File: config.mk
export PLATFORM = sky130hd
export DESIGN_NAME = burst_arbiter_flat
export DESIGN_NICKNAME = d
export VERILOG_FILES = /design/src/rtl/burst_arbiter_pkg.sv /design/src/rtl/burst_arbiter_if.sv /design/src/rtl/burst_arbiter_rr_arbiter.sv /design/src/rtl/burst_arbiter.sv /design/src/flat_wrapper.sv
export SDC_FILE = /design/constraint.sdc
export NUM_CORES = 1
export LEC_CHECK = 0
export CAP_MARGIN = 15
export CORE_ASPECT_RATIO = 1.1
export CORE_MARGIN = 4
export CORE_UTILIZATION = 51
export CTS_CLUSTER_DIAMETER = 80
export DETAILED_ROUTE_END_ITERATION = 8
export PLACE_DENSITY = 0.88
export SLEW_MARGIN = 20
export SYNTH_ARGS = -nofsm -noshare
export SYNTH_HDL_FRONTEND = slang
export SYNTH_SLANG_ARGS = --single-unit
File: constraint.sdc
create_clock -name clk -period 3.8 [get_ports clk]
set_input_delay 0.38 -clock clk [delete_from_list [all_inputs] [get_ports clk]]
set_output_delay 0.38 -clock clk [all_outputs]
set_load 0.1 [all_outputs]
File: src/rtl/burst_arbiter_pkg.sv
// Shared types and constants for the burst arbiter and the units that talk to it.
// Latency: n/a (declarations only).
// Backpressure: n/a.
package burst_arbiter_pkg;

    localparam int DEF_NUM_REQUESTERS = 4;
    localparam int DEF_MAX_BURST      = 8;
    localparam int DEF_LEN_WIDTH      = $clog2(DEF_MAX_BURST);

    // Burst length minus one, as presented by a requester at grant time.
    typedef logic [DEF_LEN_WIDTH-1:0] burst_len_t;

    // FSM encoding, kept as plain constants so older netlists can match it.
    localparam logic [0:0] ST_IDLE  = 1'b0;
    localparam logic [0:0] ST_BURST = 1'b1;

endpackage

File: src/rtl/burst_arbiter_if.sv
// Request/grant bundle between requesting units, the resource and the burst arbiter.
// Latency: n/a (wires only).
// Backpressure: ready from the resource stalls the current beat.
interface burst_arbiter_if #(
    parameter int NUM_REQUESTERS = 4,
    parameter int MAX_BURST      = 8
);
    import burst_arbiter_pkg::*;

    localparam int IDX_WIDTH = $clog2(NUM_REQUESTERS);
    localparam int LEN_WIDTH = $clog2(MAX_BURST);

    logic [NUM_REQUESTERS-1:0]                request;
    logic [NUM_REQUESTERS-1:0][LEN_WIDTH-1:0] burst_len;
    logic                                     ready;
    logic                                     grant_valid;
    logic [NUM_REQUESTERS-1:0]                grant_oh;
    logic [IDX_WIDTH-1:0]                     grant_idx;
    logic [LEN_WIDTH-1:0]                     beat_idx;
    logic                                     beat_accept;
    logic                                     last_beat;
    logic                                     abort;

    // Requesters and resource drive the request side and observe the grant.
    modport master (
        output request, burst_len, ready,
        input  grant_valid, grant_oh, grant_idx, beat_idx, beat_accept, last_beat, abort
    );

    // The arbiter consumes requests and produces the grant view.
    modport slave (
        input  request, burst_len, ready,
        output grant_valid, grant_oh, grant_idx, beat_idx, beat_accept, last_beat, abort
    );

endinterface

File: src/rtl/burst_arbiter_rr_arbiter.sv
// Round-robin arbiter: combinational one-hot grant searched from a rotating priority pointer.
// Latency: grant is combinational from req_i; the pointer moves on the clock after update_lru_i.
// Backpressure: none; the caller decides when a grant is consumed via update_lru_i.
module rr_arbiter
    import burst_arbiter_pkg::*;
#(
    parameter int NUM_REQUESTERS = DEF_NUM_REQUESTERS
) (
    input  logic                      clk,
    input  logic                      reset,
    input  logic [NUM_REQUESTERS-1:0] req_i,
    input  logic                      update_lru_i,
    output logic [NUM_REQUESTERS-1:0] grant_oh_o
);

    localparam int IDX_WIDTH = $clog2(NUM_REQUESTERS);

    logic [IDX_WIDTH-1:0] ptr_q, ptr_d;
    logic [IDX_WIDTH-1:0] win_idx;
    logic [IDX_WIDTH-1:0] cand;
    logic                 found;

    // Search requests starting at the pointer; first hit wins.
    always_comb begin
        grant_oh_o = '0;
        win_idx    = '0;
        cand       = '0;
        found      = 1'b0;
        for (int i = 0; i < NUM_REQUESTERS; i++) begin
            cand = IDX_WIDTH'((int'(ptr_q) + i) % NUM_REQUESTERS);
            if (!found && req_i[cand]) begin
                grant_oh_o[cand] = 1'b1;
                win_idx          = cand;
                found            = 1'b1;
            end
        end
    end

    // The winner becomes lowest priority once its grant is consumed.
    always_comb begin
        ptr_d = ptr_q;
        if (update_lru_i && found) begin
            ptr_d = (win_idx == IDX_WIDTH'(NUM_REQUESTERS - 1)) ? '0 : win_idx + 1'b1;
        end
    end

    // Priority pointer register; reset favours requester 0.
    always_ff @(posedge clk or posedge reset) begin
        if (reset) begin
            ptr_q <= '0;
        end else begin
            ptr_q <= ptr_d;
        end
    end

endmodule

File: src/rtl/burst_arbiter.sv
// Locks a round-robin winner onto a multi-beat resource port for its whole burst.
// Latency: request to grant_valid is 1 cycle; one idle cycle separates consecutive bursts.
// Backpressure: ready low holds the current beat; owner dropping request aborts the burst.
module burst_arbiter
    import burst_arbiter_pkg::*;
#(
    parameter int NUM_REQUESTERS = DEF_NUM_REQUESTERS,
    parameter int MAX_BURST      = DEF_MAX_BURST
) (
    input  logic            clk,
    input  logic            reset,
    burst_arbiter_if.slave  bus
);

    localparam int IDX_WIDTH = $clog2(NUM_REQUESTERS);
    localparam int LEN_WIDTH = $clog2(MAX_BURST);

    logic [0:0]                state_q, state_d;
    logic [NUM_REQUESTERS-1:0] grant_oh_q, grant_oh_d;
    logic [IDX_WIDTH-1:0]      grant_idx_q, grant_idx_d;
    logic [LEN_WIDTH-1:0]      remaining_q, remaining_d;
    logic [LEN_WIDTH-1:0]      beat_idx_q, beat_idx_d;

    logic [NUM_REQUESTERS-1:0] arb_grant;
    logic [IDX_WIDTH-1:0]      arb_idx;
    logic                      in_burst;
    logic                      owner_req;
    logic                      update_lru;
    logic                      beat_accept;
    logic                      last_beat;
    logic                      abort;

    // Handshake outputs depend only on registered state and the live request/ready,
    // so no combinational path runs through the arbiter search.
    assign in_burst    = (state_q == ST_BURST);
    assign owner_req   = |(bus.request & grant_oh_q);
    assign abort       = in_burst & ~owner_req;
    assign beat_accept = in_burst & owner_req & bus.ready;
    assign last_beat   = beat_accept & (remaining_q == '0);

    // Priority only rotates when a burst is granted, so it stays frozen mid-burst.
    assign update_lru  = (state_q == ST_IDLE) && (bus.request != '0);

    rr_arbiter #(
        .NUM_REQUESTERS (NUM_REQUESTERS)
    ) u_rr_arbiter (
        .clk          (clk),
        .reset        (reset),
        .req_i        (bus.request),
        .update_lru_i (update_lru),
        .grant_oh_o   (arb_grant)
    );

    // One-hot winner to binary index.
    always_comb begin
        arb_idx = '0;
        for (int i = 0; i < NUM_REQUESTERS; i++) begin
            if (arb_grant[i]) begin
                arb_idx = arb_idx | IDX_WIDTH'(i);
            end
        end
    end

    // Burst FSM: grant from IDLE, count beats in BURST, release on last beat or abort.
    always_comb begin
        state_d     = state_q;
        grant_oh_d  = grant_oh_q;
        grant_idx_d = grant_idx_q;
        remaining_d = remaining_q;
        beat_idx_d  = beat_idx_q;
        case (state_q)
            ST_IDLE: begin
                if (|bus.request) begin
                    state_d     = ST_BURST;
                    grant_oh_d  = arb_grant;
                    grant_idx_d = arb_idx;
                    remaining_d = bus.burst_len[arb_idx];
                    beat_idx_d  = '0;
                end
            end
            ST_BURST: begin
                if (abort || last_beat) begin
                    state_d     = ST_IDLE;
                    grant_oh_d  = '0;
                    grant_idx_d = '0;
                    remaining_d = '0;
                    beat_idx_d  = '0;
                end else if (beat_accept) begin
                    remaining_d = remaining_q - 1'b1;
                    beat_idx_d  = beat_idx_q + 1'b1;
                end
            end
            default: begin
                state_d     = ST_IDLE;
                grant_oh_d  = '0;
                grant_idx_d = '0;
                remaining_d = '0;
                beat_idx_d  = '0;
            end
        endcase
    end

    // State registers; reset drops any burst in flight without an abort pulse.
    always_ff @(posedge clk or posedge reset) begin
        if (reset) begin
            state_q     <= ST_IDLE;
            grant_oh_q  <= '0;
            grant_idx_q <= '0;
            remaining_q <= '0;
            beat_idx_q  <= '0;
        end else begin
            state_q     <= state_d;
            grant_oh_q  <= grant_oh_d;
            grant_idx_q <= grant_idx_d;
            remaining_q <= remaining_d;
            beat_idx_q  <= beat_idx_d;
        end
    end

    assign bus.grant_valid = in_burst;
    assign bus.grant_oh    = grant_oh_q;
    assign bus.grant_idx   = grant_idx_q;
    assign bus.beat_idx    = beat_idx_q;
    assign bus.beat_accept = beat_accept;
    assign bus.last_beat   = last_beat;
    assign bus.abort       = abort;

`ifndef SYNTHESIS
    a_onehot_owner: assert property (@(posedge clk) disable iff (reset) $onehot0(grant_oh_q));
    a_valid_owner:  assert property (@(posedge clk) disable iff (reset) in_burst == (grant_oh_q != '0));
    a_last_accept:  assert property (@(posedge clk) disable iff (reset) last_beat |-> beat_accept);
    a_abort_accept: assert property (@(posedge clk) disable iff (reset) !(abort && beat_accept));
`endif

endmodule

File: src/flat_wrapper.sv
// flat-port wrapper written by rule: the top's interface ports become plain ports
module burst_arbiter_flat import burst_arbiter_pkg::*;
#(
    parameter int NUM_REQUESTERS = DEF_NUM_REQUESTERS,
    parameter int MAX_BURST      = DEF_MAX_BURST
)
  (clk, reset, bus_request, bus_burst_len, bus_ready, bus_grant_valid, bus_grant_oh, bus_grant_idx, bus_beat_idx, bus_beat_accept, bus_last_beat, bus_abort);
  burst_arbiter_if #(.NUM_REQUESTERS(NUM_REQUESTERS), .MAX_BURST(MAX_BURST)) bus_i ();
  input  logic clk;
  input  logic reset;
  input wire logic [$bits(bus_i.request)-1:0] bus_request;
  input wire logic [$bits(bus_i.burst_len)-1:0] bus_burst_len;
  input wire logic [$bits(bus_i.ready)-1:0] bus_ready;
  output wire logic [$bits(bus_i.grant_valid)-1:0] bus_grant_valid;
  output wire logic [$bits(bus_i.grant_oh)-1:0] bus_grant_oh;
  output wire logic [$bits(bus_i.grant_idx)-1:0] bus_grant_idx;
  output wire logic [$bits(bus_i.beat_idx)-1:0] bus_beat_idx;
  output wire logic [$bits(bus_i.beat_accept)-1:0] bus_beat_accept;
  output wire logic [$bits(bus_i.last_beat)-1:0] bus_last_beat;
  output wire logic [$bits(bus_i.abort)-1:0] bus_abort;
  assign bus_i.request = bus_request;
  assign bus_i.burst_len = bus_burst_len;
  assign bus_i.ready = bus_ready;
  assign bus_grant_valid = bus_i.grant_valid;
  assign bus_grant_oh = bus_i.grant_oh;
  assign bus_grant_idx = bus_i.grant_idx;
  assign bus_beat_idx = bus_i.beat_idx;
  assign bus_beat_accept = bus_i.beat_accept;
  assign bus_last_beat = bus_i.last_beat;
  assign bus_abort = bus_i.abort;
  burst_arbiter #(.NUM_REQUESTERS(NUM_REQUESTERS), .MAX_BURST(MAX_BURST)) u_core (.clk(clk), .reset(reset), .bus(bus_i));
endmodule
==> metrics.md <==
| Metric | Value |
|---|---|
| Nets | around 240 |
| GRT Util Overall | 0.2098 |
| Type of the worst setup path | flip-flop to flip-flop |
| Mux cell area share after synthesis | 0.08306 |
| CP Max Fanout | 9 |
| Area leader, netlist | dfrtp_1 |
| P&R area growth vs syn | 21.99% |
| Ys flop type | dfrtp_1 |
| Post-CTS Hold Fix Bufs | 0 |
| Clock Sinks | 15 |
| Worst skew pair latency | around 0.28 ns |
| Fmax achieved | 289.3 MHz |
| Hold crit path type | primary input to asynchronous set/reset pin |
| Synthesized area per cell | between 8 and 9 µm² |
| Core area | 2828 µm² |
| Overflow left after global routing | 0 |
| Synth area leaders | dfrtp_1, ha_1, nand2_1 |
| Outcome | finished, final reports clean |
| Total die area | slightly below 4000 µm² |
| Routed WL per cell | approximately 17 µm |
| Endpoint class of the critical path | flip-flop |
| Max_slew headroom | 0.3459 |
| Multi-input logic area | 1076 µm² |
| Post-CTS setup buffer count | 0 |
| DRC viols | 0 |
| CTS resizes | 0 |
| Fin crit share | 0.9095 |
| IO buf count | 31 |
| Flops & latches, synth | 15 |
| Slew @ Worst Pin | 0.9780 ns |
| Final antenna-violating net count | 0 |
| CTS tree | done |
| First-pass GRT wire length | about 6500 µm |
| Ys async rst share | 1.000 |
| Final hold vios | 0 |
| Critical Path RT | 3.96 ns |
| Mapped Area | 1536 µm² |
| Site row count | 20 |
| Chip width | slightly above 60 µm |
| Post-Route WL | around 4000 µm |
| Area fraction in compound gates after synthesis | 0.2907 |
| Synth unique cells | 50 |
| Initial DRC count | 80 |
| Clk slew on worst S/H paths | ~0.090 ns |
| Final Skew | 0.004296 ns |
| Post-synthesis adder-cell area fraction | 0.08143 |
| Final setup vio count | 0 |
| Fin util | 0.6628 |
| Met1 Use GR | 0.2542 |
| Yosys warning count | 0 |
| Seq. cell area | between 300 and 400 µm² |
| Top Usage Layer GRT | met2 |
| Post-Synthesis Cells | roughly 180 |
| CP arrival | 3.62 ns |
| Initial antenna violation count | 0 |
| Chip Height | between 60 and 70 µm |
| Final TNS setup | 0 ns |
| Pre-antenna DRT Iters | 4 |
| CTS Buffer Depth | 2 |
| Cts bufs inserted | 3 |
| M3 GR Usage | 0.009823 |
| Net Count, Synth | 207 |
| Via density | between 6 and 7 |
| Total number of vias | between 1500 and 2000 |
| Placer Congestion | between 0.9 and 1 |
| Number of global-route vias before repair | 1457 |
| CTS root buf | clkbuf_4 |
| Minimum clock period | between 3 and 4 ns |
| # fillers | around 250 |
| Largest family of logic cells by synthesized area | compound AO/OA/AOI/OAI gates |
| Initial Utilization | 0.5434 |
| Crit start category | flip-flop |
| Antenna Cells | 0 |
| DP HPWL | just over 3000 µm |
| Top-area cell type share of the netlist area | 0.2443 |
| XOR/XNOR Fraction of Synth Area | 0.01140 |
| Largest net degree at the start of global routing | 24 |
| Ports | 32 |
| Synth Area in Simple Gates | 0.2337 |
| Seq/Total Area, Yosys | 0.2443 |
| Number of synthesized flops with an enable pin | 0 |
| Layout cell share with drive strength beyond 1 | 0.1262 |
| Max-cap viol count | 0 |
| Final slew viol count | 0 |
| RSZ-0062 raised after global routing | false |
| Htree depth | 1 |
| Met2 usage | 0.3689 |
placed cells by master, fill, tap and decap left out, types with 4 or more instances in the layout:
cell             synthesis  routed
a2111oi_0                4       4
clkdlybuf4s50_1          0      28
nand2_1                 20      20
buf_4                    0       5
a221oi_1                 4       4
nand2b_1                 7       7
o31ai_1                  4       4
dfrtp_1                 15      15
nor2b_1                  5       5
o21ai_0                 12      12
and3_1                   5       5
nor2_1                  11      11
a22oi_1                  4       4
inv_1                    9       9
ha_1                    10      10
a31o_1                   4       4
synth_stat cells (all sizes together) (4+ instances only):
master / count
nand2: 20
dfrtp: 15
o21ai: 13
nor2: 11
ha: 10
inv: 10
and3: 8
nand2b: 7
buf: 6
a22oi: 5
nor2b: 5
a2111oi: 4
a221oi: 4
a31o: 4
nor3b: 4
o31ai: 4
state kept, by name (all words and copies together), names as in the netlist, named ones only:
| register | cells |
|---|---|
| u_core.bus.grant_oh | 4 |
| u_core.bus.beat_idx | 3 |
| u_core.remaining_q | 3 |
| u_core.bus.grant_idx | 2 |
| u_core.bus.grant_valid | 1 |
| u_core.u_rr_arbiter.ptr_q | 1 |
final cells by class:
class,count,area share
timing repair buffer,33,0.1696
clock buffer,4,0.01402
sequential,15,0.2003
inverter,10,0.02003
tap,33,0.02203
multi-input combinational,144,0.5741
logic make-up (layout without fill, tap and decap cells):
| family | Yosys count | after routing |
|---|---|---|
| AOI/OAI and AO/OA | 57 | 57 |
| muxes | 8 | 8 |
| DFF | 15 | 15 |
| and+or+nand+nor | 67 | 67 |
| buffers and inverters | 19 | 47 |
| xor gates and xnor gates | 2 | 2 |
| adders and majority gates | 10 | 10 |
stage by stage:
step / std cells / hold WS [ns] / area (µm²) / worst slack [ns]
final: 239 / 0.4328 / 1874 / 0.3439
after global routing: 239 / 0.4931 / 1874 / 0.1333
after floorplan: 178 / 0.2815 / 1536 / 0.8960
after detailed placement: 235 / 0.4874 / 1848 / 0.4364
after CTS: 239 / 0.4535 / 1874 / 0.4321
after global placement: 235 / 0.4723 / 1848 / 0.6836
path summary, 6_finish.rpt:
check / from / endpoint / slack, ns / cells after the start
setup / recovery: u_core.u_rr_arbiter.ptr_q[1] / u_core.remaining_q[2] / 0.34 / 9
hold / removal: reset / u_core.bus.grant_valid / 0.43 / 2
setup reg to reg: u_core.u_rr_arbiter.ptr_q[1] / u_core.remaining_q[2] / 0.34 / 9
hold reg to reg: u_core.remaining_q[2] / u_core.remaining_q[2] / 0.51 / 2
max in group asynchronous: reset / u_core.bus.grant_oh[1] / 3.00 / 2
min in group clk: u_core.remaining_q[2] / u_core.remaining_q[2] / 0.51 / 2
per-layer routing:
| layer | wire length (µm) | vias to the layer above |
|---|---|---|
| met3 | 223 | 6 |
| met5 | 0 | - |
| met2 | 1991 | 57 |
| met1 | 1678 | 746 |
| met4 | 77 | 0 |
| li1 | - | 724 |
critical path, cell delays in order (launching register included):
cell and delay [ns]:
dfrtp_1 0.55, inv_1 0.20, ha_1 0.52, mux2_4 0.35, and3_1 0.19, a2111o_1 0.48
o21bai_2 0.28, a21boi_0 0.13, a2111oi_0 0.51, o31ai_1 0.11
Power is left out: the tool's default activity adds up to more than one toggle a clock period on the data nets, which glitch-free logic cannot reach.
==> RTL edit: new RTL, same settings <==
`DEF_MAX_BURST`: 8 -> 4.
--- a/src/rtl/burst_arbiter_pkg.sv
+++ b/src/rtl/burst_arbiter_pkg.sv
@@ -4,7 +4,7 @@
 package burst_arbiter_pkg;
 
     localparam int DEF_NUM_REQUESTERS = 4;
-    localparam int DEF_MAX_BURST      = 8;
+    localparam int DEF_MAX_BURST      = 4;
     localparam int DEF_LEN_WIDTH      = $clog2(DEF_MAX_BURST);
 
     // Burst length minus one, as presented by a requester at grant time.
Interface: changed (resized bus_beat_idx and bus_burst_len); port bits go from 32 to 27. The function was not compared with the original's and may differ.
==> RTL edit against the original RTL <==
  * Final area fell by 20%
  * Wire length fell by 22%
  * Hold slack got worse by 17 ps
  * Worst setup slack improved by 370 ps
  * Area after synthesis fell by 20%
  * Sequential cell count fell by 2
Power is not shown: default switching activity piles up to over one toggle a cycle in this logic, so the estimate is an artifact.
==> RTL edit: results (changes against the original RTL) <==
outcome - finished, final reports clean (unchanged)
vias in the first global route - 1107 (was 1457)
slowest stage delay, CP - 650 ps (was 550 ps)
xor/xnor share of the synthesized area - 1.43% (was 1.14%)
Slowest-stage cell, CP - mux4_2 (was dfrtp_1)
clock skew - 4.48 ps (was 4.30 ps)
Adder-Cell Fraction of Synth Area - 6.12% (was 8.14%)
placed cell areas - 1480 sq um (was 1850 sq um)
end of the worst register-to-register path - u_core.remaining_q[1]$_DFFE_PP0P_ (was u_core.remaining_q[2]$_DFFE_PP0P_)
multiplexer share of the synthesized area - 11.9% (was 8.31%)
met1 usage in global routing - 27.9% (was 25.4%)
library cells used by synthesis - 52 (was 50)
# port buffers - 26 (was 31)
first-pass GRT wire length - 5040 microns (was 6520 microns)
Worst-Margin Slew - 980 ps (was 978 ps)
largest net degree at the start of global routing - 18 (was 24)
Total Nets Final - 181 (was 236)
Via density - 6.25 (was 6.41)
GRT Util Overall - 20.8% (was 21.0%)
R2R depth - 8 (was 9)
met2 usage - 34.3% (was 36.9%)
CP Max Fanout - 10 (was 9)
met2 WL post-DR - 1560 microns (was 1990 microns)
top cells by count, synth - dfrtp_1 (13), inv_1 (11), a21oi_1 (9) (was nand2_1 (20), dfrtp_1 (15), o21ai_0 (12))
r2r setup slk - 710 ps (was 340 ps)
HPWL after DPL - 2410 microns (was 3050 microns)
fill count - 187 (was 246)
Seq/Total Area, Yosys - 26.5% (was 24.4%)
complex-gate fraction of the synthesized area - 28.8% (was 29.1%)
placed cells - 185 (was 235)
## RTL edit: cell count changes in the layout (fill, tap and decap cells not counted), sizes merged, moves of 4 or more
cell,before,now
o21ai,13,6
a21o,0,8
nand2,20,8
a221oi,4,0
ha,10,6
nor2b,5,1
a21oi,3,9
clkdlybuf4s50,28,23
a31o,4,0
nand2b,7,1
and3,8,2
nor2,11,7
## RTL edit: final cells by class
cell class	count	area [sq um]	share of cell area [%]
Inverter	11	41.3	2.75
Multi-Input combinational cell	103	803	53.5
Timing Repair Buffer	28	268	17.8
Tap cell	30	37.5	2.50
Clock buffer	4	26.3	1.75
Sequential cell	13	325	21.7
## RTL edit: worst min-delay path by stage
stage                                   startpoint  slack [ps]  cells past startpoint                                        to
4_1_cts                                      reset         430                      2  u_core.u_rr_arbiter.ptr_q[1]$_DFFE_PP0P_
2_1_floorplan                                reset         260                      1                asynchronous set/reset pin
6_report                                     reset         420                      2  u_core.u_rr_arbiter.ptr_q[1]$_DFFE_PP0P_
3_5_place_dp   u_core.bus.grant_idx[1]$_DFFE_PP0P_         480                      1       u_core.bus.grant_idx[1]$_DFFE_PP0P_
5_1_grt                                      reset         450                      2  u_core.u_rr_arbiter.ptr_q[1]$_DFFE_PP0P_
3_3_place_gp   u_core.bus.grant_idx[1]$_DFFE_PP0P_         470                      1       u_core.bus.grant_idx[1]$_DFFE_PP0P_
## RTL edit: logic make-up (layout without fill, tap and decap cells)
group,count (synthesis),after routing
AO/OA/AOI/OAI,49,49
XOR/XNOR,2,2
adder cells (fa/ha/maj),6,6
buffers and inverters,19,43
flip-flops,13,13
multiplexers,10,10
AND/OR/NAND/NOR,36,36
